**src/rtl/alu_seq_pkg.sv**
```systemverilog
// Shared types for the sequential ALU: opcode set, control FSM states and the Z/N/C/V flag bundle.
package alu_seq_pkg;

  typedef enum logic [3:0] {
    OP_ADD    = 4'd0,
    OP_XOR    = 4'd1,
    OP_SUB    = 4'd2,
    OP_AND    = 4'd3,
    OP_OR     = 4'd4,
    OP_SHL    = 4'd5,
    OP_SHR    = 4'd6,
    OP_PASS_B = 4'd7,
    OP_MUL    = 4'd8
  } alu_op_e;

  typedef enum logic [1:0] {
    ST_IDLE = 2'd0,
    ST_MUL  = 2'd1,
    ST_DONE = 2'd2
  } alu_state_e;

  typedef struct packed {
    logic z;
    logic n;
    logic c;
    logic v;
  } alu_flags_t;

endpackage : alu_seq_pkg

```
**src/rtl/alu_seq_if.sv**
```systemverilog
// Operation/result handshake bundle between the register-read stage, the ALU and writeback.
// master = upstream issuer plus result consumer; slave = the ALU itself.
interface alu_seq_if #(
  parameter int WIDTH = 16
) ();

  logic             in_valid;
  logic             in_ready;
  logic [3:0]       op_sel;
  logic [WIDTH-1:0] alu_in_a;
  logic [WIDTH-1:0] alu_in_b;

  logic             out_valid;
  logic             out_ready;
  logic [WIDTH-1:0] alu_result;
  logic             zero_flag;
  logic             negative_flag;
  logic             carry_flag;
  logic             overflow_flag;
  logic             illegal_op;
  logic             busy;

  modport master (
    output in_valid, op_sel, alu_in_a, alu_in_b, out_ready,
    input  in_ready, out_valid, alu_result, zero_flag, negative_flag,
           carry_flag, overflow_flag, illegal_op, busy
  );

  modport slave (
    input  in_valid, op_sel, alu_in_a, alu_in_b, out_ready,
    output in_ready, out_valid, alu_result, zero_flag, negative_flag,
           carry_flag, overflow_flag, illegal_op, busy
  );

endinterface : alu_seq_if

```
**src/rtl/alu_mul_iter.sv**
```systemverilog
// Iterative shift-add multiplier: one partial-product step per cycle, WIDTH steps per product.
// prod_o presents the accumulator after the current step, so it is the full product while done_o is high.
module alu_mul_iter #(
  parameter int WIDTH = 16
) (
  input  logic               clk,
  input  logic               rst_n,
  input  logic               start_i,
  input  logic [WIDTH-1:0]   a_i,
  input  logic [WIDTH-1:0]   b_i,
  output logic               done_o,
  output logic [2*WIDTH-1:0] prod_o
);

  localparam int CW = $clog2(WIDTH);

  logic [WIDTH-1:0]   mcand_q;
  logic [2*WIDTH-1:0] acc_q;
  logic [2*WIDTH-1:0] acc_d;
  logic [WIDTH:0]     hi_sum;
  logic [CW-1:0]      cnt_q;
  logic               run_q;

  // Multiplier sits in the low half and is consumed LSB-first as the accumulator shifts right.
  always_comb begin
    hi_sum = {1'b0, acc_q[2*WIDTH-1:WIDTH]} + (acc_q[0] ? {1'b0, mcand_q} : '0);
    acc_d  = {hi_sum, acc_q[WIDTH-1:1]};
  end

  assign done_o = run_q && (cnt_q == '0);
  assign prod_o = acc_d;

  // NOTE: the datapath registers are reset as well; there are only a few and it keeps X out of the product.
  always_ff @(posedge clk or negedge rst_n) begin
    if (!rst_n) begin
      mcand_q <= '0;
      acc_q   <= '0;
      cnt_q   <= '0;
      run_q   <= 1'b0;
    end else if (start_i) begin
      mcand_q <= a_i;
      acc_q   <= {{WIDTH{1'b0}}, b_i};
      cnt_q   <= CW'(WIDTH - 1);
      run_q   <= 1'b1;
    end else if (run_q) begin
      acc_q <= acc_d;
      cnt_q <= cnt_q - 1'b1;
      if (cnt_q == '0) begin
        run_q <= 1'b0;
      end
    end
  end

endmodule : alu_mul_iter

```
**src/rtl/alu_seq.sv**
```systemverilog
// Sequential ALU with valid/ready in and out, registered result and Z/N/C/V flags.
// Define ALU_SEQ_MUL_EN to build the iterative multiplier (op 8); otherwise op 8 is illegal.
module alu_seq
  import alu_seq_pkg::*;
#(
  parameter int WIDTH = 16
) (
  input  logic      clk,
  input  logic      rst_n,
  alu_seq_if.slave  bus
);

  localparam int SHW = $clog2(WIDTH);

  alu_state_e       state_q, state_d;
  logic [WIDTH-1:0] result_q, result_d;
  alu_flags_t       flags_q, flags_d;
  logic             illegal_q, illegal_d;

  logic             accept;
  logic [WIDTH:0]   add_full;
  logic [WIDTH:0]   sub_full;
  logic [SHW-1:0]   shamt;
  logic [WIDTH-1:0] alu_res;
  logic             alu_c;
  logic             alu_v;
  logic             alu_ill;
  alu_flags_t       alu_flags;

`ifdef ALU_SEQ_MUL_EN
  logic               mul_start;
  logic               mul_done;
  logic [2*WIDTH-1:0] mul_prod;

  alu_mul_iter #(
    .WIDTH (WIDTH)
  ) u_mul (
    .clk     (clk),
    .rst_n   (rst_n),
    .start_i (mul_start),
    .a_i     (bus.alu_in_a),
    .b_i     (bus.alu_in_b),
    .done_o  (mul_done),
    .prod_o  (mul_prod)
  );
`endif

  assign bus.in_ready = (state_q == ST_IDLE) || ((state_q == ST_DONE) && bus.out_ready);
  assign accept       = bus.in_valid && bus.in_ready;

  // Both differences are taken one bit wider so the top bit is the carry-out / borrow.
  assign add_full = {1'b0, bus.alu_in_a} + {1'b0, bus.alu_in_b};
  assign sub_full = {1'b0, bus.alu_in_a} - {1'b0, bus.alu_in_b};
  assign shamt    = bus.alu_in_b[SHW-1:0];

  // NOTE: every variable written here gets a default first, so no path can infer a latch.
  always_comb begin
    alu_res = '0;
    alu_c   = 1'b0;
    alu_v   = 1'b0;
    alu_ill = 1'b0;
    case (bus.op_sel)
      OP_ADD: begin
        alu_res = add_full[WIDTH-1:0];
        alu_c   = add_full[WIDTH];
        alu_v   = (bus.alu_in_a[WIDTH-1] == bus.alu_in_b[WIDTH-1]) &&
                  (add_full[WIDTH-1] != bus.alu_in_a[WIDTH-1]);
      end
      OP_SUB: begin
        alu_res = sub_full[WIDTH-1:0];
        alu_c   = sub_full[WIDTH];
        alu_v   = (bus.alu_in_a[WIDTH-1] != bus.alu_in_b[WIDTH-1]) &&
                  (sub_full[WIDTH-1] != bus.alu_in_a[WIDTH-1]);
      end
      OP_XOR:    alu_res = bus.alu_in_a ^ bus.alu_in_b;
      OP_AND:    alu_res = bus.alu_in_a & bus.alu_in_b;
      OP_OR:     alu_res = bus.alu_in_a | bus.alu_in_b;
      OP_SHL:    alu_res = bus.alu_in_a << shamt;
      OP_SHR:    alu_res = bus.alu_in_a >> shamt;
      OP_PASS_B: alu_res = bus.alu_in_b;
      default:   alu_ill = 1'b1;
    endcase
    alu_flags = '{z: (alu_res == '0), n: alu_res[WIDTH-1], c: alu_c, v: alu_v};
  end

  always_comb begin
    state_d   = state_q;
    result_d  = result_q;
    flags_d   = flags_q;
    illegal_d = illegal_q;
`ifdef ALU_SEQ_MUL_EN
    mul_start = 1'b0;
`endif
    case (state_q)
      // DONE with out_ready behaves like IDLE: the held result leaves as the next op enters.
      ST_IDLE, ST_DONE: begin
        if (accept) begin
`ifdef ALU_SEQ_MUL_EN
          if (bus.op_sel == OP_MUL) begin
            mul_start = 1'b1;
            state_d   = ST_MUL;
          end else
`endif
          begin
            result_d  = alu_res;
            flags_d   = alu_flags;
            illegal_d = alu_ill;
            state_d   = ST_DONE;
          end
        end else if ((state_q == ST_DONE) && bus.out_ready) begin
          state_d = ST_IDLE;
        end
      end
`ifdef ALU_SEQ_MUL_EN
      ST_MUL: begin
        if (mul_done) begin
          result_d  = mul_prod[WIDTH-1:0];
          flags_d   = '{z: (mul_prod[WIDTH-1:0] == '0),
                        n: mul_prod[WIDTH-1],
                        c: |mul_prod[2*WIDTH-1:WIDTH],
                        v: |mul_prod[2*WIDTH-1:WIDTH]};
          illegal_d = 1'b0;
          state_d   = ST_DONE;
        end
      end
`endif
      default: state_d = ST_IDLE;
    endcase
  end

  // NOTE: registers take non-blocking assignments so every register samples pre-edge values together.
  always_ff @(posedge clk or negedge rst_n) begin
    if (!rst_n) begin
      state_q   <= ST_IDLE;
      result_q  <= '0;
      flags_q   <= '0;
      illegal_q <= 1'b0;
    end else begin
      state_q   <= state_d;
      result_q  <= result_d;
      flags_q   <= flags_d;
      illegal_q <= illegal_d;
    end
  end

  assign bus.out_valid     = (state_q == ST_DONE);
  assign bus.alu_result    = result_q;
  assign bus.zero_flag     = flags_q.z;
  assign bus.negative_flag = flags_q.n;
  assign bus.carry_flag    = flags_q.c;
  assign bus.overflow_flag = flags_q.v;
  assign bus.illegal_op    = illegal_q;
`ifdef ALU_SEQ_MUL_EN
  assign bus.busy          = (state_q == ST_MUL);
`else
  assign bus.busy          = 1'b0;
`endif

endmodule : alu_seq

```
**src/flat_wrapper.sv**
```systemverilog
// flat-port wrapper written by rule: the top's interface ports become plain ports
module alu_seq_flat import alu_seq_pkg::*;
#(
  parameter int WIDTH = 16
)
  (clk, rst_n, bus_in_valid, bus_op_sel, bus_alu_in_a, bus_alu_in_b, bus_out_ready, bus_in_ready, bus_out_valid, bus_alu_result, bus_zero_flag, bus_negative_flag, bus_carry_flag, bus_overflow_flag, bus_illegal_op, bus_busy);
  alu_seq_if #(.WIDTH(WIDTH)) bus_i ();
  input  logic clk;
  input  logic rst_n;
  input wire logic [$bits(bus_i.in_valid)-1:0] bus_in_valid;
  input wire logic [$bits(bus_i.op_sel)-1:0] bus_op_sel;
  input wire logic [$bits(bus_i.alu_in_a)-1:0] bus_alu_in_a;
  input wire logic [$bits(bus_i.alu_in_b)-1:0] bus_alu_in_b;
  input wire logic [$bits(bus_i.out_ready)-1:0] bus_out_ready;
  output wire logic [$bits(bus_i.in_ready)-1:0] bus_in_ready;
  output wire logic [$bits(bus_i.out_valid)-1:0] bus_out_valid;
  output wire logic [$bits(bus_i.alu_result)-1:0] bus_alu_result;
  output wire logic [$bits(bus_i.zero_flag)-1:0] bus_zero_flag;
  output wire logic [$bits(bus_i.negative_flag)-1:0] bus_negative_flag;
  output wire logic [$bits(bus_i.carry_flag)-1:0] bus_carry_flag;
  output wire logic [$bits(bus_i.overflow_flag)-1:0] bus_overflow_flag;
  output wire logic [$bits(bus_i.illegal_op)-1:0] bus_illegal_op;
  output wire logic [$bits(bus_i.busy)-1:0] bus_busy;
  assign bus_i.in_valid = bus_in_valid;
  assign bus_i.op_sel = bus_op_sel;
  assign bus_i.alu_in_a = bus_alu_in_a;
  assign bus_i.alu_in_b = bus_alu_in_b;
  assign bus_i.out_ready = bus_out_ready;
  assign bus_in_ready = bus_i.in_ready;
  assign bus_out_valid = bus_i.out_valid;
  assign bus_alu_result = bus_i.alu_result;
  assign bus_zero_flag = bus_i.zero_flag;
  assign bus_negative_flag = bus_i.negative_flag;
  assign bus_carry_flag = bus_i.carry_flag;
  assign bus_overflow_flag = bus_i.overflow_flag;
  assign bus_illegal_op = bus_i.illegal_op;
  assign bus_busy = bus_i.busy;
  alu_seq #(.WIDTH(WIDTH)) u_core (.clk(clk), .rst_n(rst_n), .bus(bus_i));
endmodule
```
**config.mk**
```make
export PLATFORM = sky130hd
export DESIGN_NAME = alu_seq_flat
export DESIGN_NICKNAME = d
export VERILOG_FILES = /design/src/rtl/alu_seq_pkg.sv /design/src/rtl/alu_seq_if.sv /design/src/rtl/alu_mul_iter.sv /design/src/rtl/alu_seq.sv /design/src/flat_wrapper.sv
export SDC_FILE = /design/constraint.sdc
export NUM_CORES = 1
export LEC_CHECK = 0
export ABC_AREA = 1
export BUFFER_PORTS_ARGS = -buffer_cell sky130_fd_sc_hd__buf_2
export CORE_MARGIN = 2
export CORE_UTILIZATION = 38
export DETAILED_ROUTE_END_ITERATION = 10
export GPL_TIMING_DRIVEN = 0
export PLACE_DENSITY_LB_ADDON = 0.1
export SKIP_LAST_GASP = 1
export SYNTH_ARGS = -nofsm -noshare
export SYNTH_HDL_FRONTEND = slang
export SYNTH_SLANG_ARGS = --single-unit
```
**constraint.sdc**
```tcl
create_clock -name clk -period 1.6 [get_ports clk]
set_input_delay 0.16 -clock clk [delete_from_list [all_inputs] [get_ports clk]]
set_output_delay 0.16 -clock clk [all_outputs]
set_load 0.05 [all_outputs]
```
Yosys cells after proc, flatten, opt, wreduce, memory -nomap -nowiden --
Cells that the tools add are included.
Word-level totals: word-level logic and storage cells 45, bits in registers 23
Operators by class: bitwise operators 3, multiplexer cells 7, equality and inequality tests 13, add/subtract/negate cells 2, shift operators 2, reduce and logical (&&, ||, !) cells 11
Operator list (count):
- case mux 16 bit (8 select lines) | 1
- adder 16 x 16 -> 17 bit | 1
- subtractor 16 x 16 -> 17 bit | 1
- AND 16 bit | 1
- == test 4 x 3 -> 1 bit, second input constant | 4
- zero test 16 bit | 1
- OR 16 bit | 1
- left shift 16 x 4 -> 16 bit | 1
- >> shifter 16 x 4 -> 16 bit | 1
- XOR 16 bit | 1
- == test 4 x 2 -> 1 bit, second input constant | 2
- OR reduction 8 bit | 1
- two-way mux 2 bit | 3
- == test 4 x 1 -> 1 bit, second input constant | 1
- logical AND 1 bit | 4
- zero test 4 bit | 1
- case mux 1 bit (2 select lines) | 2
- != test 1 bit | 3
- != test 3 x 1 -> 1 bit, second input constant | 1
- == test 2 bit, second input constant | 1
- zero test 2 bit | 1
- AND reduction 2 bit | 1
- OR reduction 2 bit | 1
- == test 1 bit | 1
- other kinds (2) | 2

Depth between registers and ports, before layout --
Gate-level depths: netlist of the first run.
word-level depth 6, mapped depth 20, gate-level depth less buffers 18

Least setup slack after synthesis of the first run --
No wires, ideal clock.
kind input port to flip-flop, from input bus_alu_in_b[2], to register u_core.flags_q, in the netlist u_core.bus.zero_flag, buffers on the path 3, arrival 2.044 ns, setup slack -0.510 ns, library setup time 0.066 ns, stages on the path 18, required time 1.534 ns, path through buf_2 > inv_1 > buf_2 > ha_1 > buf_2 > a21oi_1 > nand2_1 > nand2_1 > nand2_1 > nand3_1 > nand3_1 > nand3_1 > nand2_1 > nor2_1 > nand2_1 > nor2_1 > nand2_1 > nand2_1
Between the ends: longest elaborated chain between the ends 3, elaborated cells on any way between the ends 9, those cells by class add/sub (2); shift (2); mux (1); bitwise (3); reduce/logical (1)
Ends and longest elaborated chain:
- from (decl) | line flat_wrapper.sv:13 | input wire logic [$bits(bus_i.alu_in_b)-1:0] bus_alu_in_b;
- subtractor 16 x 16 -> 17 bit, or another cell as far along | line alu_seq.sv:53 | assign sub_full = {1'b0, bus.alu_in_a} - {1'b0, bus.alu_in_b};
- case mux 16 bit (8 select lines) * | line alu_seq.sv:62 | case (bus.op_sel)
- zero test 16 bit * | line alu_seq.sv:83 | alu_flags = '{z: (alu_res == '0), n: alu_res[WIDTH-1], c: alu_c, v: alu_v};
- to (signal assigned) | line alu_seq.sv:141 | flags_q <= flags_d;
- to (decl) | line alu_seq.sv:17 | alu_flags_t flags_q, flags_d;
Every way passes the cells marked *; elsewhere a longest branch is shown, timed or not. A chain may end at the register's enable or synchronous reset.

Worst setup path in the final report of the first run --
from input bus_alu_in_a[6], to register u_core.flags_q, in the netlist u_core.bus.zero_flag
Between the ends: longest elaborated chain between the ends 3, elaborated cells on any way between the ends 9, those cells by class add/sub (2); shift (2); mux (1); bitwise (3); reduce/logical (1)
Ends and longest elaborated chain:
- from (decl) | line flat_wrapper.sv:12 | input wire logic [$bits(bus_i.alu_in_a)-1:0] bus_alu_in_a;
- subtractor 16 x 16 -> 17 bit, or another cell as far along | line alu_seq.sv:53
- case mux 16 bit (8 select lines) * | line alu_seq.sv:62
- zero test 16 bit * | line alu_seq.sv:83
Marks and branches as above.

==> results by group, run 1 <==
Outcome
  • Run status: finished, violations left
  • Failing checks: setup timing

Setup path
  • Critical path origin: bus_alu_in_a[6]
  • Worst EP required: 1790 ps
  • CP arrival: between 2000 and 2500 ps
  • Reg2reg setup slack: -150 ps
  • CP cell instances: buf_12, inv_1, ha_4, nor2_4, buf_6, buf_4, a21oi_4, nand3_4, nand3_4, nand2_2, nor2_4, nand2_2, nor2_2, nand2_1, nor2_1, nand2_1, nand2_1
  • Reg2Reg Depth: 11
  • Critical Path Stages: 17
  • Family with the most delay on the worst path: simple AND/OR/NAND/NOR gates
  • Crit path kind: in -> reg
  • Reg2reg end: u_core.bus.zero_flag
  • Critical path startpoint category: input port
  • CP peak stage delay: 330 ps
  • R2R Path Start: u_core.state_q[1]
  • Worst setup path endpoint: u_core.bus.zero_flag
  • Critical path buffers and inverters: 4
  • Slowest cell on crit path: ha_4
  • Worst-path maximum fanout: 8
  • Endpoint class of the critical path: register
  • Crit path top cell by count: nand2_1

Synthesis
  • Most common cell in the netlist: nand2_1
  • Multiplexer share of the synthesized area: 0%
  • Synth area leaders: nand2_1 23%, nand3_1 17%, ha_1 13%
  • Unique masters post-synth: 41
  • Xor-xnor portion of the synthesized cell area: 0.344%
  • Syn Nets: 1036
  • Cell taking the most area after synthesis: nand2_1
  • Synth Area in Compound Gates: 8.82%
  • List of most frequent post-synthesis cells: 318 x nand2_1, 169 x nand3_1, 107 x inv_1
  • FFs w/ async S/R, synth: 100%
  • Syn avg cell area: around 5.4 µm²
  • Main combinational cell family by area after synthesis: simple AND/OR/NAND/NOR gates
  • Simple-Gate Fraction of Synth Area: 53.5%
  • Predominant post-synthesis flop cell: dfrtp_1
  • EDFF count, synth: 0
  • Synth Instances: 941
  • Seq cells post-synth: 21
  • Share of the synthesized area in the top cell type: between 20% and 30%
  • Cell Area, Synth: 0.00509 mm²
  • Adder-Cell Fraction of Synth Area: ~14%
  • Seq/Total Area, Yosys: 10.3%
  • Yosys synthesis warning count: 0

Finish
  • Fraction of layout cells with a size suffix above 1: between 30% and 40%
  • Core Util, Final: 55.8%
  • Register Area: 526 µm²
  • Layout Cells excl Fill: 1225
  • Final instance area: 0.00733 mm²
  • Area of the multi-input gates: 0.00495 mm²
  • Net count reported at finish: 1145
  • Fillers: 1365
  • Area Growth Syn to Fin: 43.9%
  • Antenna fix cells: 0

GRT
  • First-pass GRT wire length: approximately 33 mm
  • Met3 Track Usage GR: about 2.3%
  • Grt total ovfl: 0
  • Initial antenna violation count: 0
  • GRT Util Overall: 29.5%
  • GR Layer Usage met1: about two fifths
  • Vias in the first global route: approximately 6200
  • Top Usage Layer GRT: met2
  • GRT met2 Usage: around 50%
  • Largest net degree at the start of global routing: 22

STA
  • Final worst slack: -299 ps
  • Fmax: about 530 MHz
  • Worst Max-Slew Pin Slew: 594 ps
  • Tcrit/Tclk final: 119%
  • Clock period minus worst slack: between 1500 and 2000 ps
  • Final TNS setup: -1600 ps
  • Unrepaired setup endpoints after global routing: true
  • Final setup violation count: 14
  • Final hold violations: 0
  • Skew final: 2.79 ps
  • Relative slew margins: approximately 60%
  • Final slew viol count: 0

Floorplanning
  • Core Region: 0.0131 mm²
  • Die area: 0.0143 mm²
  • Die H: 120 µm
  • # IOs: 64
  • Rows: 42
  • DIE WIDTH: 120 µm
  • Starting Density: 38.7%

Placed design
  • PortBufs: between 60 and 70
  • Dpl hpwl: 16.9 mm
  • Cell Area, Placed: 0.00574 mm²
  • GP Congestion: about 0.99
  • Placed Cells: 1179

Power and ir drop
  • PwrDens: 519 mW/mm²
  • Pleak: approximately 3.8 nW
  • Peak VDD IR: 0.397 mV
  • Overall Power: 3.80 mW

Detailed routing
  • Final WL: ~22 mm
  • Detailed router's first-iteration violation count: 587
  • Drt wl/cell: ~18 µm
  • Final ANT Viol Nets: 0
  • Vias/cell: 5.55
  • # DRC: 0
  • DRT Pass-1 Iters: 6
  • DR vias: 6801

Clock network
  • Clock transition at path regs: 60 ps
  • Clock sink total: 21
  • TritonCTS clock tree: done
  • Clk Latency, worst-skew pair: 250 ps
  • Worst-case clock buffer depth: 2
  • Root Driver: clkbuf_16
  • Number of CTS-inserted buffers: 3
  • # H-tree levels: 1

Worst hold path
  • Class of the worst hold path: in -> reg

Flow run
  • MaxCap Viol Count: 0
-- layout make-up --
| cell class | count | share of cell area [%] |
|---|---|---|
| Inverter | 118 | 6.51 |
| Clock buffer | 4 | 1.08 |
| Buffer | 32 | 3.77 |
| Sequential cell | 21 | 7.17 |
| Timing Repair Buffer | 108 | 10.9 |
| Tap cell | 176 | 3.01 |
| Multi-Input combinational cell | 766 | 67.6 |
-- state kept, by name (all words and copies together) (netlist names) --
| signal | cells |
|---|---|
| u_core.bus.alu_result | 16 |
| u_core.bus.carry_flag | 1 |
| u_core.bus.illegal_op | 1 |
| u_core.bus.overflow_flag | 1 |
| u_core.bus.zero_flag | 1 |
| u_core.state_q | 1 |
-- cell families after synthesis --
| family | after synthesis |
|---|---|
| buf+inv | 154 |
| other cells | 1 |
| xor+xnor | 2 |
| flops | 21 |
| fa+ha+maj | 55 |
| compound gates | 82 |
| simple gates | 626 |
-- metrics by stage --
stage	hold slack (ps)	worst slack, ps
floorplan	-136	-191
global placement	140	-1140
detailed placement	140	-1160
CTS	125	-247
global route	157	-394
finish	144	-299
-- power by group --
part           switching, mW  internal [mW]
clock network          0.189          0.339
registers             0.0368          0.603
logic                   1.72          0.916
-- cells in the final DEF (no fill, tap or decap), types with 6 or more instances in the layout --
cell | Yosys | final
clkbuf_1 | 6 | 6
buf_4 | 6 | 45
buf_12 | 1 | 6
a21oi_2 | 2 | 12
ha_1 | 53 | 36
a21oi_1 | 37 | 22
nand3_4 | 0 | 11
inv_1 | 107 | 87
dfrtp_1 | 21 | 21
nand2_2 | 3 | 50
buf_6 | 3 | 21
nor2_2 | 6 | 20
o22ai_1 | 10 | 10
nor2_1 | 86 | 57
nand2_4 | 5 | 20
o21ai_1 | 2 | 8
nand4_1 | 13 | 13
nand3_2 | 2 | 33
nand2_1 | 318 | 255
buf_2 | 19 | 54
ha_4 | 0 | 15
inv_2 | 9 | 20
nor2_4 | 1 | 16
o21ai_0 | 23 | 13
inv_4 | 0 | 8
nand3_1 | 169 | 127
-- worst min path at each step --
stage / from / to / slack [ps] / cells after the start
floorplan: rst_n / u_core.bus.alu_result[0] / -140 / 0
global placement: rst_n / u_core.bus.alu_result[13] / 140 / 1
detailed placement: rst_n / u_core.bus.alu_result[13] / 140 / 1
CTS: bus_in_valid / u_core.state_q[1] / 130 / 3
global route: bus_in_valid / u_core.state_q[1] / 160 / 3
finish: bus_in_valid / u_core.state_q[1] / 140 / 3
-- worst reg2reg max path: cells and delay by family (launching register included) --
family	cells	cell delay, ps
simple gates	9	880
compound gates	2	400
flops	1	410
-- repair_timing --
item,in CTS,in global routing
gates resized for setup,173,144
pin swaps,52,82
cloned,0,3
endpoints found under the hold margin,21,0
setup buffers,23,19
hold buffers,1,0
endpoints found under the setup margin,20,20
-- layer usage --
metal,vias up,share of wire (%)
li1,3250,-
met3,51,6.6
met1,3191,44
met2,309,46
met5,-,0
met4,0,3.5
Power figures use the tool's default switching activity.
==> inputs of run 2 (changes only) <==
--- a/config.mk
+++ b/config.mk
@@ -8,7 +8,7 @@
 export ABC_AREA = 1
 export BUFFER_PORTS_ARGS = -buffer_cell sky130_fd_sc_hd__buf_2
 export CORE_MARGIN = 2
-export CORE_UTILIZATION = 38
+export CORE_UTILIZATION = 30
 export DETAILED_ROUTE_END_ITERATION = 10
 export GPL_TIMING_DRIVEN = 0
 export PLACE_DENSITY_LB_ADDON = 0.1
==> run 2 against run 1 <==
Effect of this change: the run still ends with setup timing left; hold slack better by 1.3 ps; via count is 3.6% lower; global-route usage down 4.6 points; sequential share of layout area up 0.31 points.
==> results by group, run 2 (same netlist as run 1, synthesis figures left out) <==
Worst hold path
  • Min-delay src: bus_in_valid
  • Class of the worst hold path: in -> reg

Detailed routing
  • Vias/cell: between 5 and 6
  • Final ANT Viol Nets: 0
  • Drt wl/cell: around 18 µm
  • Detailed router's first-iteration violation count: 509
  • DRT Pass-1 Iters: 5
  • Final WL: approximately 23 mm
  • DR vias: 6559
  • # DRC: 0

Finish
  • Antenna fix cells: 0
  • Most common cell after layout, fill and taps aside: nand2_1
  • Final instance area: 0.00703 mm²
  • Area Growth Syn to Fin: 38.0%
  • Fraction of layout cells with a size suffix above 1: 30.9%
  • Net count reported at finish: 1134
  • Commonest non-fill, non-tap cells in the layout: 275 x nand2_1, 132 x nand3_1, 87 x inv_1
  • Max FFs per register: 16
  • Layout Cells excl Fill: 1258

Flow run
  • MaxCap Viol Count: 0

Setup path
  • Reg2reg setup slack: -170 ps
  • Critical path startpoint category: input port
  • Critical path origin: bus_alu_in_b[0]
  • R2R Path Start: u_core.state_q[1]
  • Crit path kind: in -> reg
  • Worst EP required: 1790 ps
  • Endpoint class of the critical path: register
  • Worst-path maximum fanout: 11
  • CP arrival: ~2100 ps

Clock network
  • Clk Latency, worst-skew pair: 250 ps
  • TritonCTS clock tree: done
  • Number of CTS-inserted buffers: 3
  • # H-tree levels: 1
  • Clock sink total: 21
  • Clock transition at path regs: 50 ps
  • Root Driver: clkbuf_16
  • Worst-case clock buffer depth: 2

Placed design
  • GP Congestion: around 0.94
  • Place WS: -1080 ps
  • Placed Cells: 1223
  • PortBufs: 62
  • Cell Area, Placed: 0.00579 mm²
  • Dpl hpwl: 18.2 mm

Power and ir drop
  • Switching share of power: 51.1%
  • NetSw: approximately 1.9 mW
  • Peak VDD IR: 0.433 mV
  • Pleak: approximately 3.7 nW
  • PwrDens: ~520 mW/mm²
  • Seq pwr share: 17.6%
  • Overall Power: about 3.6 mW
  • Combinational share of power: 68.0%
  • Internal power: 1.78 mW
  • Clock power frac: 14.4%

GRT
  • Vias in the first global route: 6122
  • Initial antenna violation count: 0
  • GRT Util Overall: about a quarter
  • Grt total ovfl: 0
  • Largest net degree at the start of global routing: 22
  • First-pass GRT wire length: 34.8 mm

STA
  • Relative slew margins: 62.4%
  • Final hold violations: 0
  • Clock period minus worst slack: 1920 ps
  • Final setup violation count: 19
  • Final worst slack: -322 ps
  • Unrepaired setup endpoints after global routing: true
  • Final TNS setup: -1860 ps
  • Tcrit/Tclk final: 120%
  • Final slew viol count: 0
  • Skew final: 2.85 ps
  • Worst Max-Slew Pin Slew: around 560 ps
  • Fmax: 520 MHz

Floorplanning
  • DIE WIDTH: 134 µm
  • Core Region: 0.0166 mm²
  • # IOs: 64
  • Die H: 134 µm
  • Starting Density: 30.7%
  • Rows: 47
  • Die area: 0.0180 mm²

Outcome
  • Failing checks: setup timing
  • Run status: finished, violations left
-- run 2: cell types whose count changed in the layout (fill, tap and decap cells not counted), sizes merged --
| cell | delta |
|---|---|
| buf | -8 |
| clkbuf | -3 |
-- run 2: metrics by stage --
step / utilization, % / hold WS [ps]
floorplan: - / -136
global placement: 34.9 / 151
detailed placement: 34.9 / 143
CTS: 39.6 / 124
global route: 42.4 / 178
finish: 42.4 / 146
-- run 2: final timing paths --
path | to | cells past startpoint
setup / recovery | u_core.bus.zero_flag | 17
hold / removal | u_core.state_q[1] | 3
setup reg to reg | u_core.bus.zero_flag | 11
hold reg to reg | u_core.bus.alu_result[3] | 2
max in group asynchronous | u_core.bus.alu_result[12] | 2
min in group asynchronous | u_core.bus.alu_result[10] | 2
-- run 2: final cells by class --
| cell class | count | area (µm²) |
|---|---|---|
| Buffer | 34 | 295 |
| Clock buffer | 4 | 78.8 |
| Fill cell | 1867 | 9560 |
| Inverter | 118 | 478 |
| Multi-Input combinational cell | 766 | 4690 |
| Sequential cell | 21 | 526 |
| Tap cell | 220 | 275 |
| Timing Repair Buffer | 95 | 679 |
-- run 2: what timing repair did --
action / 4_1_cts / 5_1_grt
setup buffers: 18 / 11
cloned: 0 / 3
hold buffers: 1 / 0
endpoints found under the hold margin: 21 / 0
pin swaps: 53 / 46
resized for setup: 156 / 96
endpoints found under the setup margin: 20 / 20
-- run 2: critical path: stages --
cell and delay (ps):
buf_12 90, buf_8 110, inv_6 50, buf_12 150, ha_1 210, or2_1 260, nand3_1 90, nand2_1 110
nand2_1 80, nand3_1 70, nor2_2 180, nand3_2 120, nor2_1 110, nand2_1 70, nor2_2 120, nand2_1 60
nand2_1 50
-- run 2: power by group through the flow --
stage                     Sequential (mW)  Clock [mW]  Combinational (mW)
after detailed placement            0.651           0                1.97
after global routing                0.651       0.561                2.68
final                               0.641       0.523                2.47
after global placement              0.650           0                1.98
after CTS                           0.641       0.530                2.24
after floorplan                     0.904           0                1.12
-- run 2: metal layers --
layer  share of wire, %  global-route usage, %  up-vias
li1                   -                      -     3222
met1                 46                   35.7     3051
met2                 47                   41.0      255
met3                5.6                   1.47       31
met4                2.3                   6.26        0
met5                  0                      0        -
